`src/rtl/multicycle_control_unit_pkg.sv`:
```
// Shared constants and types for the multicycle control unit: FSM state
// encodings, opcode map, ALU class codes, instruction classes and the
// control-strobe payload driven by the decoder.
package multicycle_control_unit_pkg;

   localparam int unsigned OPCODE_W = 4;
   localparam int unsigned STATE_W  = 3;
   localparam int unsigned ALUOP_W  = 2;
   localparam int unsigned COUNT_W  = 16;

   // Encodings 5-7 are unused and recover to S_FETCH
   typedef enum logic [STATE_W-1:0] {
      S_FETCH  = 3'd0,
      S_DECODE = 3'd1,
      S_EXEC   = 3'd2,
      S_MEM    = 3'd3,
      S_WB     = 3'd4
   } state_e;

   localparam logic [OPCODE_W-1:0] OP_LD      = 4'h0;
   localparam logic [OPCODE_W-1:0] OP_ST      = 4'h1;
   localparam logic [OPCODE_W-1:0] OP_R_FIRST = 4'h2;
   localparam logic [OPCODE_W-1:0] OP_R_LAST  = 4'h9;
   localparam logic [OPCODE_W-1:0] OP_BEQ     = 4'hB;
   localparam logic [OPCODE_W-1:0] OP_BNE     = 4'hC;
   localparam logic [OPCODE_W-1:0] OP_JMP     = 4'hD;

   localparam logic [ALUOP_W-1:0] ALU_ADD   = 2'b00;
   localparam logic [ALUOP_W-1:0] ALU_CMP   = 2'b01;
   localparam logic [ALUOP_W-1:0] ALU_RTYPE = 2'b10;

   typedef enum logic [2:0] {
      C_LD,
      C_ST,
      C_RTYPE,
      C_BEQ,
      C_BNE,
      C_JMP,
      C_ILLEGAL
   } op_class_e;

   typedef struct packed {
      logic               jump;
      logic               beq;
      logic               bne;
      logic               mem_read;
      logic               mem_write;
      logic               alu_src;
      logic               reg_dst;
      logic               mem_to_reg;
      logic               reg_write;
      logic [ALUOP_W-1:0] alu_op;
      logic               ir_write;
      logic               pc_write;
      logic               illegal;
   } ctrl_t;

   // Opcode to instruction class; 1010, 1110 and 1111 are illegal
   function automatic op_class_e op_class(input logic [OPCODE_W-1:0] op);
      op_class_e c;
      if (op == OP_LD)                               c = C_LD;
      else if (op == OP_ST)                          c = C_ST;
      else if ((op >= OP_R_FIRST) && (op <= OP_R_LAST)) c = C_RTYPE;
      else if (op == OP_BEQ)                         c = C_BEQ;
      else if (op == OP_BNE)                         c = C_BNE;
      else if (op == OP_JMP)                         c = C_JMP;
      else                                           c = C_ILLEGAL;
      return c;
   endfunction

endpackage

```
`src/rtl/ctrl_decode.sv`:
```
// Combinational strobe decoder: maps (state, opcode, handshake inputs) to
// the datapath control strobes.
//   i_state      current FSM state
//   i_op         opcode in effect (live in DECODE, latched op_q afterwards)
//   i_en         run enable (FETCH only)
//   i_imem_ready instruction memory data valid
//   i_dmem_ready data memory access complete
//   o_ctrl       control strobe bundle
module ctrl_decode
   import multicycle_control_unit_pkg::*;
(
   input  state_e              i_state,
   input  logic [OPCODE_W-1:0] i_op,
   input  logic                i_en,
   input  logic                i_imem_ready,
   input  logic                i_dmem_ready,
   output ctrl_t               o_ctrl
);

   op_class_e w_class;

   assign w_class = op_class(i_op);

   // Every strobe defaults low; each state raises only what it owns
   always_comb begin
      o_ctrl = '0;
      case (i_state)
         S_FETCH: begin
            o_ctrl.ir_write = i_en & i_imem_ready;
         end
         S_DECODE: begin
            if (w_class == C_ILLEGAL) begin
               o_ctrl.illegal  = 1'b1;
               o_ctrl.pc_write = 1'b1;
            end
         end
         S_EXEC: begin
            case (w_class)
               C_LD, C_ST: begin
                  o_ctrl.alu_op  = ALU_ADD;
                  o_ctrl.alu_src = 1'b1;
               end
               C_RTYPE: begin
                  o_ctrl.alu_op  = ALU_RTYPE;
                  o_ctrl.reg_dst = 1'b1;
               end
               C_BEQ: begin
                  o_ctrl.alu_op   = ALU_CMP;
                  o_ctrl.beq      = 1'b1;
                  o_ctrl.pc_write = 1'b1;
               end
               C_BNE: begin
                  o_ctrl.alu_op   = ALU_CMP;
                  o_ctrl.bne      = 1'b1;
                  o_ctrl.pc_write = 1'b1;
               end
               C_JMP: begin
                  o_ctrl.alu_op   = ALU_ADD;
                  o_ctrl.jump     = 1'b1;
                  o_ctrl.pc_write = 1'b1;
               end
               default: begin
               end
            endcase
         end
         S_MEM: begin
            // Access strobe held until the memory completes; a store retires here
            if (w_class == C_LD) begin
               o_ctrl.mem_read = 1'b1;
               o_ctrl.alu_src  = 1'b1;
            end else if (w_class == C_ST) begin
               o_ctrl.mem_write = 1'b1;
               o_ctrl.alu_src   = 1'b1;
               o_ctrl.pc_write  = i_dmem_ready;
            end
         end
         S_WB: begin
            o_ctrl.reg_write  = 1'b1;
            o_ctrl.pc_write   = 1'b1;
            o_ctrl.mem_to_reg = (w_class == C_LD);
         end
         default: begin
         end
      endcase
   end

endmodule

```
`src/rtl/multicycle_control_unit.sv`:
```
// Multicycle CPU control unit: FETCH/DECODE/EXEC/MEM/WB sequencer with an
// opcode latch and a retired-instruction counter. Strobes come from the
// ctrl_decode sub-module and are forced low while reset is asserted.
//   clk, rst_n          clock, asynchronous active-low reset
//   en                  run enable, sampled in FETCH
//   opcode              instruction opcode from the IR
//   imem_ready          instruction memory data valid
//   dmem_ready          data memory access complete
//   jump..reg_write     datapath control strobes
//   alu_op              ALU class (00 add, 01 compare, 10 R-type)
//   ir_write, pc_write  IR load, PC advance/redirect
//   state               current FSM state
//   illegal             one-cycle illegal-opcode pulse
//   retired_count       count of pc_write cycles, wraps at 16 bits
module multicycle_control_unit
   import multicycle_control_unit_pkg::*;
(
   input  logic                clk,
   input  logic                rst_n,
   input  logic                en,
   input  logic [OPCODE_W-1:0] opcode,
   input  logic                imem_ready,
   input  logic                dmem_ready,
   output logic                jump,
   output logic                beq,
   output logic                bne,
   output logic                mem_read,
   output logic                mem_write,
   output logic                alu_src,
   output logic                reg_dst,
   output logic                mem_to_reg,
   output logic                reg_write,
   output logic [ALUOP_W-1:0]  alu_op,
   output logic                ir_write,
   output logic                pc_write,
   output logic [STATE_W-1:0]  state,
   output logic                illegal,
   output logic [COUNT_W-1:0]  retired_count
);

   state_e              r_state;
   logic [OPCODE_W-1:0] r_op_q;
   logic [COUNT_W-1:0]  r_retired;

   logic [OPCODE_W-1:0] w_op;
   op_class_e           w_live_class;
   op_class_e           w_q_class;
   ctrl_t               w_ctrl;
   ctrl_t               w_out;

   // DECODE acts on the live opcode; later states only see the latched copy
   assign w_op         = (r_state == S_DECODE) ? opcode : r_op_q;
   assign w_live_class = op_class(opcode);
   assign w_q_class    = op_class(r_op_q);

   ctrl_decode u_ctrl_decode (
      .i_state      (r_state),
      .i_op         (w_op),
      .i_en         (en),
      .i_imem_ready (imem_ready),
      .i_dmem_ready (dmem_ready),
      .o_ctrl       (w_ctrl)
   );

   // Strobes drop immediately with reset, not at the next edge
   assign w_out = rst_n ? w_ctrl : '0;

   assign jump          = w_out.jump;
   assign beq           = w_out.beq;
   assign bne           = w_out.bne;
   assign mem_read      = w_out.mem_read;
   assign mem_write     = w_out.mem_write;
   assign alu_src       = w_out.alu_src;
   assign reg_dst       = w_out.reg_dst;
   assign mem_to_reg    = w_out.mem_to_reg;
   assign reg_write     = w_out.reg_write;
   assign alu_op        = w_out.alu_op;
   assign ir_write      = w_out.ir_write;
   assign pc_write      = w_out.pc_write;
   assign illegal       = w_out.illegal;
   assign state         = r_state;
   assign retired_count = r_retired;

   // Sequencer, opcode latch and retirement counter
   always_ff @(posedge clk or negedge rst_n) begin
      if (!rst_n) begin
         r_state   <= S_FETCH;
         r_op_q    <= '0;
         r_retired <= '0;
      end else begin
         if (w_ctrl.pc_write) begin
            r_retired <= r_retired + COUNT_W'(1);
         end
         case (r_state)
            S_FETCH: begin
               if (en && imem_ready) begin
                  r_state <= S_DECODE;
               end
            end
            S_DECODE: begin
               r_op_q  <= opcode;
               r_state <= (w_live_class == C_ILLEGAL) ? S_FETCH : S_EXEC;
            end
            S_EXEC: begin
               case (w_q_class)
                  C_LD, C_ST: r_state <= S_MEM;
                  C_RTYPE:    r_state <= S_WB;
                  default:    r_state <= S_FETCH;
               endcase
            end
            S_MEM: begin
               if (dmem_ready) begin
                  r_state <= (w_q_class == C_LD) ? S_WB : S_FETCH;
               end
            end
            S_WB: begin
               r_state <= S_FETCH;
            end
            default: begin
               r_state <= S_FETCH;
            end
         endcase
      end
   end

endmodule

```
`config.mk`:
```
export PLATFORM = sky130hd
export DESIGN_NAME = multicycle_control_unit
export DESIGN_NICKNAME = d
export VERILOG_FILES = /design/src/rtl/multicycle_control_unit_pkg.sv /design/src/rtl/ctrl_decode.sv /design/src/rtl/multicycle_control_unit.sv
export SDC_FILE = /design/constraint.sdc
export NUM_CORES = 1
export LEC_CHECK = 0
export ABC_AREA = 1
export CAP_MARGIN = 20
export CORE_MARGIN = 2
export CORE_UTILIZATION = 44
export CTS_CLUSTER_SIZE = 24
export DETAILED_ROUTE_END_ITERATION = 7
export PLACE_DENSITY_LB_ADDON = 0.1
export SLEW_MARGIN = 15
export SYNTH_ARGS = -nofsm -noshare
export SYNTH_HDL_FRONTEND = slang
export SYNTH_SLANG_ARGS = --single-unit
```
`constraint.sdc`:
```
create_clock -name clk -period 1.95 [get_ports clk]
set_input_delay 0.39 -clock clk [delete_from_list [all_inputs] [get_ports clk]]
set_output_delay 0.39 -clock clk [all_outputs]
set_load 0.01 [all_outputs]
```
# After elaboration in Yosys (flattened, before gate mapping)
# Index checks and enable logic that the tools add are counted.
# classes
add_sub_neg,1
magnitude_cmp,6
n_eq_ne,27
muxes,49
bitwise,1
n_reduce_logical,15
# ops
operator,count
3-bit 2-to-1 mux,17
4-bit == test (second input constant),9
2-bit 2-to-1 mux,11
16-bit by 1-bit adder with 16-bit output (second input constant),1
3-bit by 2-bit == test with 1-bit output (second input constant),5
3-bit == test (second input constant),5
1-bit 2-to-1 mux,14
14-bit 2-to-1 mux,1
4-bit by 1-bit == test with 1-bit output (second input constant),3
4-bit by 2-bit greater-or-equal comparator with 1-bit output (second input constant),3
4-bit <= comparator (second input constant),3
4-bit logical NOT,3
3-bit case mux with 4 select lines,1
3-bit by 1-bit == test with 1-bit output (second input constant),3
3-bit logical NOT,3
3-bit case mux with 2 select lines,1
2-bit OR reduction,3
1-bit logical AND,4
4-bit 2-to-1 mux,1
2-bit != test (second input constant),2
1-bit case mux with 4 select lines,1
2-bit case mux with 2 select lines,1
3-bit OR reduction,1
1-bit case mux with 2 select lines,1
2 further kinds,2
# word_totals
ff_bits,23
word_cells,102

# Depth between registers and ports, before layout
# Gate-level depths: netlist of run 1.
# logic_depth
depth_word,14
ltp_mapped,15
ltp_nobuf,13

# Cells and area by module
# A second synthesis of run 1 with hierarchy kept.
# hier_totals
hier_cells,223
hier_area_um2,1525.2
# by_module_without_submodules
mod,n_inst,cells_each,area_per_inst_um2,seq_area_each_um2
multicycle_control_unit,1,171,1307.5,575.6
ctrl_decode,1,52,217.7,0.0

# Worst setup path before layout of run 1
# OpenSTA, ideal clock, no wires.
# synth_timing
kind,reg2out
start,register r_state[0] (netlist: state[0])
end,output pc_write
t_arrival_ps,1807
required_time_ps,1560
path_slack_ps,-247
stages_incl_launch_ff,8
path_buffers,2
cell_sequence,dfrtp_1 -> buf_6 -> nor3_1 -> inv_1 -> nor2_1 -> nand2_4 -> buf_2 -> a21oi_1
# synth_between
elab_chain_len,14
word_cells_on_any_way,32
# synth_lines
element,line,text
from (decl),multicycle_control_unit.sv:41,state_e r_state;
from (signal assigned),multicycle_control_unit.sv:102,r_state <= (w_live_class == C_ILLEGAL) ? S_FETCH : S_EXEC;
from (signal assigned),multicycle_control_unit.sv:113,r_state <= (w_q_class == C_LD) ? S_WB : S_FETCH;
3-bit by 1-bit == test with 1-bit output,"ctrl_decode.sv:27, multicycle_control_unit.sv:52",
4-bit 2-to-1 mux,--,
4-bit == test,multicycle_control_unit_pkg.sv:66,else if (op == OP_JMP) c = C_JMP;
2-bit 2-to-1 mux,multicycle_control_unit_pkg.sv:66,
3-bit 2-to-1 mux,multicycle_control_unit_pkg.sv:65,else if (op == OP_BNE) c = C_BNE;
3-bit 2-to-1 mux,multicycle_control_unit_pkg.sv:64,else if (op == OP_BEQ) c = C_BEQ;
3-bit 2-to-1 mux,multicycle_control_unit_pkg.sv:63,else if ((op >= OP_R_FIRST) && (op <= OP_R_LAST)) c = C_RTYPE;
3-bit 2-to-1 mux,multicycle_control_unit_pkg.sv:62,else if (op == OP_ST) c = C_ST;
3-bit 2-to-1 mux,multicycle_control_unit_pkg.sv:61,if (op == OP_LD) c = C_LD;
3-bit == test (tied with other cells),ctrl_decode.sv:38,case (w_class)
3-bit OR reduction (no line) or 1-bit 2-to-1 mux (tied branches),--,
1-bit 2-to-1 mux (on tied branches),"ctrl_decode.sv:38, ctrl_decode.sv:68",
1-bit case mux with 4 select lines (*),ctrl_decode.sv:27,case (i_state)
14-bit 2-to-1 mux (*),multicycle_control_unit.sv:66,assign w_out = rst_n ? w_ctrl : '0;
to (decl),multicycle_control_unit.sv:35,"output logic pc_write,"
# Mark *: on every way between the ends. The rest lies on a longest branch, timed or not.

# Final worst setup path of run 1
# layout_timing
start,register r_state[1] (netlist: state[1])
end,output pc_write
# The elaborated chain is that of the path after synthesis.

==> metrics.md, run 1 <==
| Metric | Value |
|---|---|
| Post-Synth Adder-Cell Area | 0.742% |
| Post-synthesis xor/xnor area fraction | 7.28% |
| Hold slack | 0.563 ns |
| Synth cell count leaders | nand2_1, nand3_1, nor2_1 |
| Cell area after synthesis | 1690 um2 |
| Post-synth EDFFs | 0 |
| Sw Share | 48.0% |
| Crit path DAT | 2.04 ns |
| Hold Path Sink | retired_count[15] |
| DIE HEIGHT | 65.9 um |
| Clk_lat worst skew | 0.28 ns |
| Status | finished with violations |
| Via Count | 1870 |
| Clk buf depth | 2 |
| Clock power share | 9.2% |
| Simple-gate share of the synthesized area | 47.2% |
| Final setup vio count | 29 |
| DR pass1 iterations | 5 |
| Initial antenna violation count | 0 |
| Crit start category | flop |
| Maximum operating frequency | 411 MHz |
| Clk sink count | 23 |
| R2r setup slk | -0.25 ns |
| Unrepaired setup endpoints after global routing | true |
| Max incr delay on CP | 0.45 ns |
| Static Leak | 1.27 nW |
| Routability cong. | 0.885 |
| Max Cap Viol | 0 |
| Reg clk slew, reported paths | 0.09 ns |
| Cells after synthesis | 235 |
| Syn Area/Cell | 7.17 um2 |
| Final min period | 2.43 ns |
| Cell taking the most area after synthesis | dfrtp_1 |
| Slowest cell on crit path | dfrtp_2 |
| Slew HR | 64.3% |
| Worst VDD drop | 0.878 mV |
| Crit path kind | flop to output port |
| Hold_sp | retired_count[15] |
| Hold Path Class | flop to flop |
| Slew @ Worst Pin | 0.535 ns |
| CTS tree | yes |
| IO Port Bufs | 41 |
| Skew final | 0.00872 ns |
| Post-route total power | 3.45 mW |
| Post-synthesis mux area share | 0% |
| GRT Overall Usage | 23.0% |
| Area delta synth->final | 56.9% |
| RR Startpoint | state[1] |
| Worst path cell trace | nor2_8, buf_4, nand3_2, nand2_4, nor2_1, nor2_1, nand3_1, nand2_2, nand2_4, a21oi_4, buf_6 |
| Synth cell types | 29 |
| Period utilisation layout | 125% |
| DR vias/cell | 5.11 |
| Setup TNS | -8.28 ns |
| Gate power share | 71.0% |
| Sequential share of power | 19.8% |
| Flop and latch count out of synthesis | 23 |
| Post-synth top flop | dfrtp_1 |
| Pint | 1.79 mW |
| Reg-to-Reg End | retired_count[14] |
| Asr flop ratio synth | 100% |
| Starting density of the core | 46.0% |
| Largest net degree at the start of global routing | 24 |
| First-pass GRT wire length | 7800 um |
| Pwr/cell area | 1300 nW/um2 |
| Worst setup EP type | output port |
| Post-Place Worst Slack | -0.712 ns |
| DRC viols | 0 |
| Synth warnings | 0 |
| Post-Syn Nets | 245 |
| Failing checks | negative setup slack |
| Placement Cell Area | 2350 um2 |
| Post-route ant nets | 0 |
| R2R cell count | 14 |
| Full die area | 4340 um2 |
| # IOs | 42 |
| Switching power | 1.66 mW |
| Initial DRC count | 137 |
| Post-cts hold buffer count | 0 |
| WL final | 5050 um |
| Nets@finish | 329 |
| Cts bufs inserted | 3 |
| Core ar. | 3660 um2 |
| Max FO, Critical Path | 7 |
| Layout cells sized above 1 | 35.5% |
| Top post-synthesis cells by area | dfrtp_1, nand2_1, nand3_1, nor2_1, inv_1 |
| Vias in the first global route | 1675 |
| Wire per inst | 13.8 um |
| Root buffer cell | clkbuf_8 |
| Final hold vios | 0 |
| GRT Residual Overflow | 0 |
| Top-area cell type share of the netlist area | 34.1% |
| Sequential area share after synthesis | 34.1% |
| Largest family of logic cells by synthesized area | simple AND/OR/NAND/NOR gates |
| Fin area | 2640 um2 |
| # diodes | 0 |
| Die width | 65.9 um |
| Dpl hpwl | 3100 um |
| Hold path cells | 2 |
| PnR worst setup slack | -0.483 ns |
| Site Rows | 22 |
| Critical path required time | 1.56 ns |
| H-tree depth | 1 |
| Cell with the most instances after synthesis | nand2_1 |
| Pins Over Slew Limit | 0 |
| Post-synthesis compound-gate area fraction | 2.75% |
[metrics by stage]
| stage | instances | util [%] |
|---|---|---|
| 2_1_floorplan | 235 | - |
| 3_3_place_gp | 346 | 64.1 |
| 3_5_place_dp | 346 | 64.1 |
| 4_1_cts | 356 | 67.9 |
| 5_1_grt | 366 | 72.2 |
| 6_report | 366 | 72.2 |
[worst max-delay path, delay by kind of cell, from the launching register on]
kind                   cells  cell delay, ns
flip-flops                 1            0.45
AND/OR/NAND/NOR            8            0.91
AO/OA/AOI/OAI              1            0.13
buffers and inverters      2            0.26
[per-layer routing]
metal  part of all wire (%)  track usage [%]
met2                     45             34.3
met1                     46             35.1
met4                    2.0             6.25
met5                      0                0
met3                    7.3             2.39
[cell families (layout without fill, tap and decap cells)]
group,count (synthesis),count (layout)
buf+inv,28,110
flops,23,23
xor+xnor,14,14
simple gates,162,163
fa+ha+maj,1,1
compound gates,7,7
[timing repair]
action                                 in CTS  in global routing
cloned                                      1                  0
resized for setup                          79                 27
endpoints found under the hold margin       0                  0
buffers inserted                            6                 10
setup endpoints to repair                  30                 30
pin swaps                                  11                 19
[worst max-delay path by stage]
stage | startpoint | endpoint | slack (ns) | depth (start not counted)
6_report | state[1] | pc_write | -0.48 | 11
5_1_grt | state[1] | pc_write | -0.54 | 11
4_1_cts | state[2] | pc_write | -0.38 | 12
3_5_place_dp | opcode[1] | pc_write | -0.71 | 10
3_3_place_gp | opcode[0] | pc_write | -0.72 | 10
2_1_floorplan | state[2] | pc_write | -0.12 | 13
[flip-flops by register name (all words and copies together) (netlist names)]
name,cells
r_op_q,4
retired_count,16
state,3
[placed cells by master, fill, tap and decap left out, types with 9 or more instances in the layout]
cell             instances
nand2_4                  9
clkdlybuf4s50_1         26
buf_2                   13
inv_1                   18
buf_4                   38
nand3_1                 28
nor2_1                  18
nand2_2                  9
dfrtp_1                 21
nand2_1                 60
[final cells by class]
cell class	count	area [um2]
clock buffers	3	41.3
clock inverters	1	5.00
fillers	280	1020
inverters	22	82.6
multi-input cells	185	1180
flip-flops and latches	23	578
well taps	48	60.1
repair buffers	84	699
[power groups by stage]
stage / Clock, mW / Combinational (mW) / Sequential, mW
after floorplan: 0 / 1.09 / 0.704
after CTS: 0.325 / 2.06 / 0.671
after global routing: 0.337 / 2.61 / 0.692
final: 0.318 / 2.45 / 0.682
after global placement: 0 / 1.75 / 0.676
after detailed placement: 0 / 1.76 / 0.677
Note: power is estimated with default switching activity, not from simulation.
==> run 2, diff against run 1 <==
- CORE_MARGIN: 2 -> not set
==> run 2 against run 1 <==
The flow still finishes with violations (negative setup slack). Final area rose by 6.7%. Die area fell by 6.0%. Sequential power rose by 3%. Largest cell class unchanged. Largest power group unchanged.
==> metrics.md, run 2 (synthesis results as in run 1) <==
| Metric | Value |
|---|---|
| Hold Path Class | flop to flop (unchanged) |
| Pins Over Slew Limit | 0 (unchanged) |
| Final min period | 2.43 ns (about the same) |
| First-pass GRT wire length | 8750 um (was 7800 um) |
| Crit path DAT | 2.04 ns (about the same) |
| Placement Cell Area | 2340 um2 (was 2350 um2) |
| Largest net degree at the start of global routing | 24 (unchanged) |
| Period utilisation layout | 125% (about the same) |
| Hold slack | 0.565 ns (was 0.563 ns) |
| Max FO, Critical Path | 8 (was 7) |
| Slew @ Worst Pin | 0.402 ns (was 0.535 ns) |
| Crit start category | flop (unchanged) |
| Failing checks | negative setup slack (unchanged) |
| Cts bufs inserted | 3 (unchanged) |
| # IOs | 42 (unchanged) |
| GRT Residual Overflow | 0 (unchanged) |
| Dpl hpwl | 3310 um (was 3100 um) |
| WL final | 5980 um (was 5050 um) |
| Initial DRC count | 202 (was 137) |
| Via Count | 2039 (was 1870) |
| Unrepaired setup endpoints after global routing | true (unchanged) |
| Post-Place Worst Slack | -0.730 ns (was -0.712 ns) |
| Commonest non-fill, non-tap cell in the layout | nand2_1 (unchanged) |
| IO Port Bufs | 41 (unchanged) |
| Static Leak | 1.32 nW (was 1.27 nW) |
| Vias in the first global route | 1796 (was 1675) |
| Setup TNS | -7.50 ns (was -8.28 ns) |
| # diodes | 0 (unchanged) |
| Max FFs per register | 16 (unchanged) |
| Status | finished with violations (unchanged) |
| Slew HR | 73.1% (was 64.3%) |
| Wire per inst | 16.2 um (was 13.8 um) |
| GRT Overall Usage | 27.9% (was 23.0%) |
| Final hold vios | 0 (unchanged) |
| Routability cong. | 0.876 (was 0.885) |
| Clk buf depth | 2 (unchanged) |
| Worst VDD drop | 1.19 mV (was 0.878 mV) |
| DIE HEIGHT | 63.9 um (was 65.9 um) |
| Starting density of the core | 46.0% (unchanged) |
| Clk sink count | 23 (unchanged) |
| Clk_lat worst skew | 0.28 ns (about the same) |
| Area delta synth->final | 67.3% (was 56.9%) |
| Final setup vio count | 30 (was 29) |
| Pwr/cell area | 1390 nW/um2 (was 1300 nW/um2) |
| Post-route ant nets | 0 (unchanged) |
| Max Cap Viol | 0 (unchanged) |
| DR vias/cell | 5.53 (was 5.11) |
| H-tree depth | 1 (unchanged) |
| Commonest cells after routing, fill and taps aside | nand2_1, nand3_1, buf_4, clkdlybuf4s50_1, dfrtp_1 (was nand2_1, buf_4, nand3_1, clkdlybuf4s50_1, dfrtp_1) |
| Maximum operating frequency | 412 MHz (was 411 MHz) |
| Site Rows | 22 (unchanged) |
| Worst setup EP type | output port (unchanged) |
| Core ar. | 3660 um2 (unchanged) |
| Root buffer cell | clkbuf_8 (unchanged) |
| DR pass1 iterations | 5 (unchanged) |
| Skew final | 0.00442 ns (was 0.00872 ns) |
| PnR worst setup slack | -0.478 ns (was -0.483 ns) |
| Nets@finish | 332 (was 329) |
| Die width | 63.9 um (was 65.9 um) |
| Reg clk slew, reported paths | 0.09 ns (about the same) |
| Final core occ | 77.0% (was 72.2%) |
| Full die area | 4080 um2 (was 4340 um2) |
| Critical path required time | 1.56 ns (about the same) |
| CTS tree | yes (unchanged) |
| Crit path kind | flop to output port (unchanged) |
| Fin area | 2820 um2 (was 2640 um2) |
| Layout cells sized above 1 | 38.9% (was 35.5%) |
| DRC viols | 0 (unchanged) |
| Initial antenna violation count | 0 (unchanged) |
-- run 2: cell types whose count changed in the layout (fill, tap and decap cells not counted), moves of 3 or more --
cell and change:
buf_4 -10, buf_6 +8, nand2_1 -6, nand2_2 +3, nand2_8 +4, nor2_1 -3
nor2_4 +3, nor4_2 +3, nor4_4 -3
-- run 2: where the power goes --
group          leakage (nW)  switching [mW]  internal [mW]
combinational         0.993            1.61           1.28
clock                0.0255           0.180          0.144
sequential            0.304           0.125          0.576
total                  1.32            1.91           2.00
-- run 2: repair_timing --
action                                 in CTS  in global routing
gates resized for setup                    87                 45
hold buffers                                0                  0
setup buffers                              12                  7
cloned                                      2                  1
pin swaps                                  20                 29
endpoints found under the hold margin       0                  0
setup endpoints to repair                  31                 30
-- run 2: layout make-up --
| cell class | count | area (um2) |
|---|---|---|
| clock buffers | 3 | 41.3 |
| clock inverters | 1 | 5.00 |
| inverters | 22 | 85.1 |
| flip-flops and latches | 23 | 578 |
| repair buffers | 85 | 776 |
| multi-input cells | 187 | 1270 |
| well taps | 48 | 60.1 |
| fillers | 257 | 841 |
-- run 2: worst paths after layout --
check	start	end	slack, ns	depth (start not counted)
hold reg to reg	retired_count[15]	retired_count[15]	0.56	2
max in group asynchronous	rst_n	state[1]	1.02	3
min in group asynchronous	rst_n	r_op_q[1]	0.66	3
setup reg to reg	state[1]	retired_count[2]	-0.21	14
hold / removal	retired_count[15]	retired_count[15]	0.56	2
setup / recovery	state[1]	pc_write	-0.48	12
-- run 2: metal layers --
metal	global-route usage, %	vias up	share of wire, %	wire (um)
met5	0	-	0	0
met4	9.66	0	2.2	130
met3	3.21	17	6.0	357
met2	43.2	110	49	2910
met1	40.0	970	43	2580
li1	-	942	-	-
-- run 2: through the flow --
stage | power, mW | cells
after global routing | 4.11 | 369
after CTS | 3.24 | 362
after global placement | 2.43 | 345
final | 3.91 | 369
after detailed placement | 2.44 | 345
after floorplan | 1.79 | 235
-- run 2: critical path, cell delays in order (launching register included) --
cell	delay [ns]
dfrtp_2	0.48
nor2_8	0.22
nand2_8	0.12
nand2_4	0.08
nand2_4	0.09
nand2_1	0.09
nand2_1	0.07
nand2_2	0.08
nand3_2	0.08
nand2_2	0.09
nand2_4	0.08
a21oi_4	0.13
buf_2	0.13
==> run 3, diff against run 2 <==
- CAP_MARGIN: 20 -> 0
- CORE_UTILIZATION: 44 -> 49
- CTS_CLUSTER_SIZE: 24 -> 40
- clock period: 1.95 -> 2.3 ns (I/O delays scaled with it)
==> run 3 against run 2 <==
The run still ends with negative setup slack left. Via count is the same. Clock-buffer cell count is the same. Non-clock buffer count shrank 2. Sequential power shrank 13%. First-iteration DRC count grew 2.5%. Combinational power shrank 27%. Register-to-register slack gained 0.31 ns. Cell count shrank 1.9%. Final area shrank 6.8%. Largest power group unchanged.
==> metrics.md, run 3 (synthesis results as in run 1) <==
| Metric | Value |
|---|---|
| GRT Overall Usage | 31.3% (was 27.9%) |
| Largest net degree at the start of global routing | 24 (unchanged) |
| Via Count | 2039 (unchanged) |
| Met1 wire length | 2420 um (was 2580 um) |
| Crit path kind | input port to output port (was flop to output port) |
| Crit start category | input port (was flop) |
| Slew HR | 67.3% (was 73.1%) |
| Met3 Routed Length | 455 um (was 357 um) |
| Failing checks | negative setup slack (unchanged) |
| WL final | 5510 um (was 5980 um) |
| DR pass1 iterations | 5 (unchanged) |
| DRC viols | 0 (unchanged) |
| Initial DRC count | 207 (was 202) |
| Wire per inst | 15.2 um (was 16.2 um) |
| Site Rows | 20 (was 22) |
| Unrepaired setup endpoints after global routing | true (unchanged) |
| Post-cts hold buffer count | 0 (unchanged) |
| Static Leak | 1.26 nW (was 1.32 nW) |
| Max FFs per register | 16 (unchanged) |
| DR WL met2 | 2490 um (was 2910 um) |
| Hold Path Class | flop to flop (unchanged) |
| Clk buf depth | 2 (unchanged) |
| Pins Over Slew Limit | 0 (unchanged) |
| Commonest cells after routing, fill and taps aside | nand2_1, buf_4, nand3_1, clkdlybuf4s50_1, inv_1 (was nand2_1, nand3_1, buf_4, clkdlybuf4s50_1, dfrtp_1) |
| Final min period | 2.58 ns |
| Core ar. | 3150 um2 (was 3660 um2) |
| Starting density of the core | 53.5% (was 46.0%) |
| PnR worst setup slack | -0.283 ns (was -0.478 ns) |
| Clk_lat worst skew | 0.32 ns (was 0.28 ns) |
| DR vias/cell | 5.63 (was 5.53) |
| Layout cells sized above 1 | 34.6% (was 38.9%) |
| First-pass GRT wire length | 8490 um (was 8750 um) |
| Status | finished with violations (unchanged) |
| Max FO, Critical Path | 7 (was 8) |
| Critical path required time | 1.84 ns (was 1.56 ns) |
| Worst VDD drop | 0.785 mV (was 1.19 mV) |
| DIE HEIGHT | 60.6 um (was 63.9 um) |
| Hold slack | 0.587 ns (was 0.565 ns) |
| Final hold vios | 0 (unchanged) |
| CTS tree | yes (unchanged) |
| Die width | 60.6 um (was 63.9 um) |
| H-tree depth | 1 (unchanged) |
| Area delta synth->final | 56.0% (was 67.3%) |
| Final setup vio count | 11 (was 30) |
| Maximum operating frequency | 387 MHz |
| Root buffer cell | clkbuf_4 (was clkbuf_8) |
| Placement Cell Area | 2300 um2 (was 2340 um2) |
| Clk sink count | 23 (unchanged) |
| Routability cong. | 0.907 (was 0.876) |
| Initial antenna violation count | 0 (unchanged) |
| Setup TNS | -1.25 ns (was -7.50 ns) |
| Full die area | 3680 um2 (was 4080 um2) |
| Crit path DAT | 2.12 ns (was 2.04 ns) |
| Post-route ant nets | 0 (unchanged) |
| # IOs | 42 (unchanged) |
| Skew final | 0.0116 ns (was 0.00442 ns) |
| Nets@finish | 329 (was 332) |
| Dpl hpwl | 3230 um (was 3310 um) |
| Period utilisation layout | 112% |
| Top layer in use | met4 (unchanged) |
| Cts bufs inserted | 3 (unchanged) |
| Max Cap Viol | 0 (unchanged) |
| Reg clk slew, reported paths | 0.12 ns (was 0.09 ns) |
| Post-Place Worst Slack | -0.518 ns (was -0.730 ns) |
| Fin area | 2630 um2 (was 2820 um2) |
| Slew @ Worst Pin | 0.490 ns (was 0.402 ns) |
| IO Port Bufs | 41 (unchanged) |
| # diodes | 0 (unchanged) |
| GRT Residual Overflow | 0 (unchanged) |
| Pwr/cell area | 1100 nW/um2 (was 1390 nW/um2) |
| Commonest non-fill, non-tap cell in the layout | nand2_1 (unchanged) |
| Worst setup EP type | output port (unchanged) |
| Vias in the first global route | 1816 (was 1796) |
-- run 3: timing repair --
item                                    CTS  global route
gates resized for setup                  93            14
pin swaps                                10             7
endpoints found under the setup margin   14            13
hold endpoints to repair                  0             0
gates cloned                              2             0
setup buffers                            10             5
-- run 3: power breakdown --
part | switching, mW | leakage [nW] | internal (mW) | total [mW]
logic | 1.21 | 0.935 | 0.898 | 2.10
clock network | 0.127 | 0.0177 | 0.0652 | 0.193
registers | 0.117 | 0.303 | 0.490 | 0.607
-- run 3: final cells by class --
type / count / area, um2
multi-input combinational: 186 / 1190
clock buffer: 3 / 22.5
tap: 44 / 55.1
sequential: 23 / 579
inverter: 22 / 87.6
fill: 191 / 524
timing repair buffer: 83 / 691
clock inverter: 1 / 5.00
-- run 3: final timing paths --
path	startpoint	end	slack, ns	cells after the start
max	opcode[1]	pc_write	-0.28	10
min	retired_count[15]	retired_count[15]	0.59	2
max reg2reg	state[2]	retired_count[6]	0.10	12
min reg2reg	retired_count[15]	retired_count[15]	0.59	2
max in group asynchronous	rst_n	state[1]	1.38	3
min in group asynchronous	rst_n	r_op_q[2]	0.64	3
-- run 3: worst max-delay path: stages --
cell and delay [ns]:
clkdlybuf4s50_1 0.48, nand3b_1 0.24, nand2_4 0.14, nand2_1 0.11, nor2_1 0.16, nand3_1 0.12, nand2_2 0.11, nor2_4 0.05
a21oi_2 0.12, buf_2 0.15
-- run 3: through the flow --
stage               power (mW)  utilization [%]  instances
floorplan                 1.49                -        235
global placement          1.98             73.1        341
detailed placement        2.00             73.1        341
CTS                       2.64             80.6        357
global route              3.05             83.4        362
finish                    2.90             83.4        362
-- run 3: per-layer routing --
metal  GRT usage, %  up-vias
li1               -      940
met5              0        -
met2           49.8      127
met3           4.69       23
met4           9.74        0
met1           44.1      949
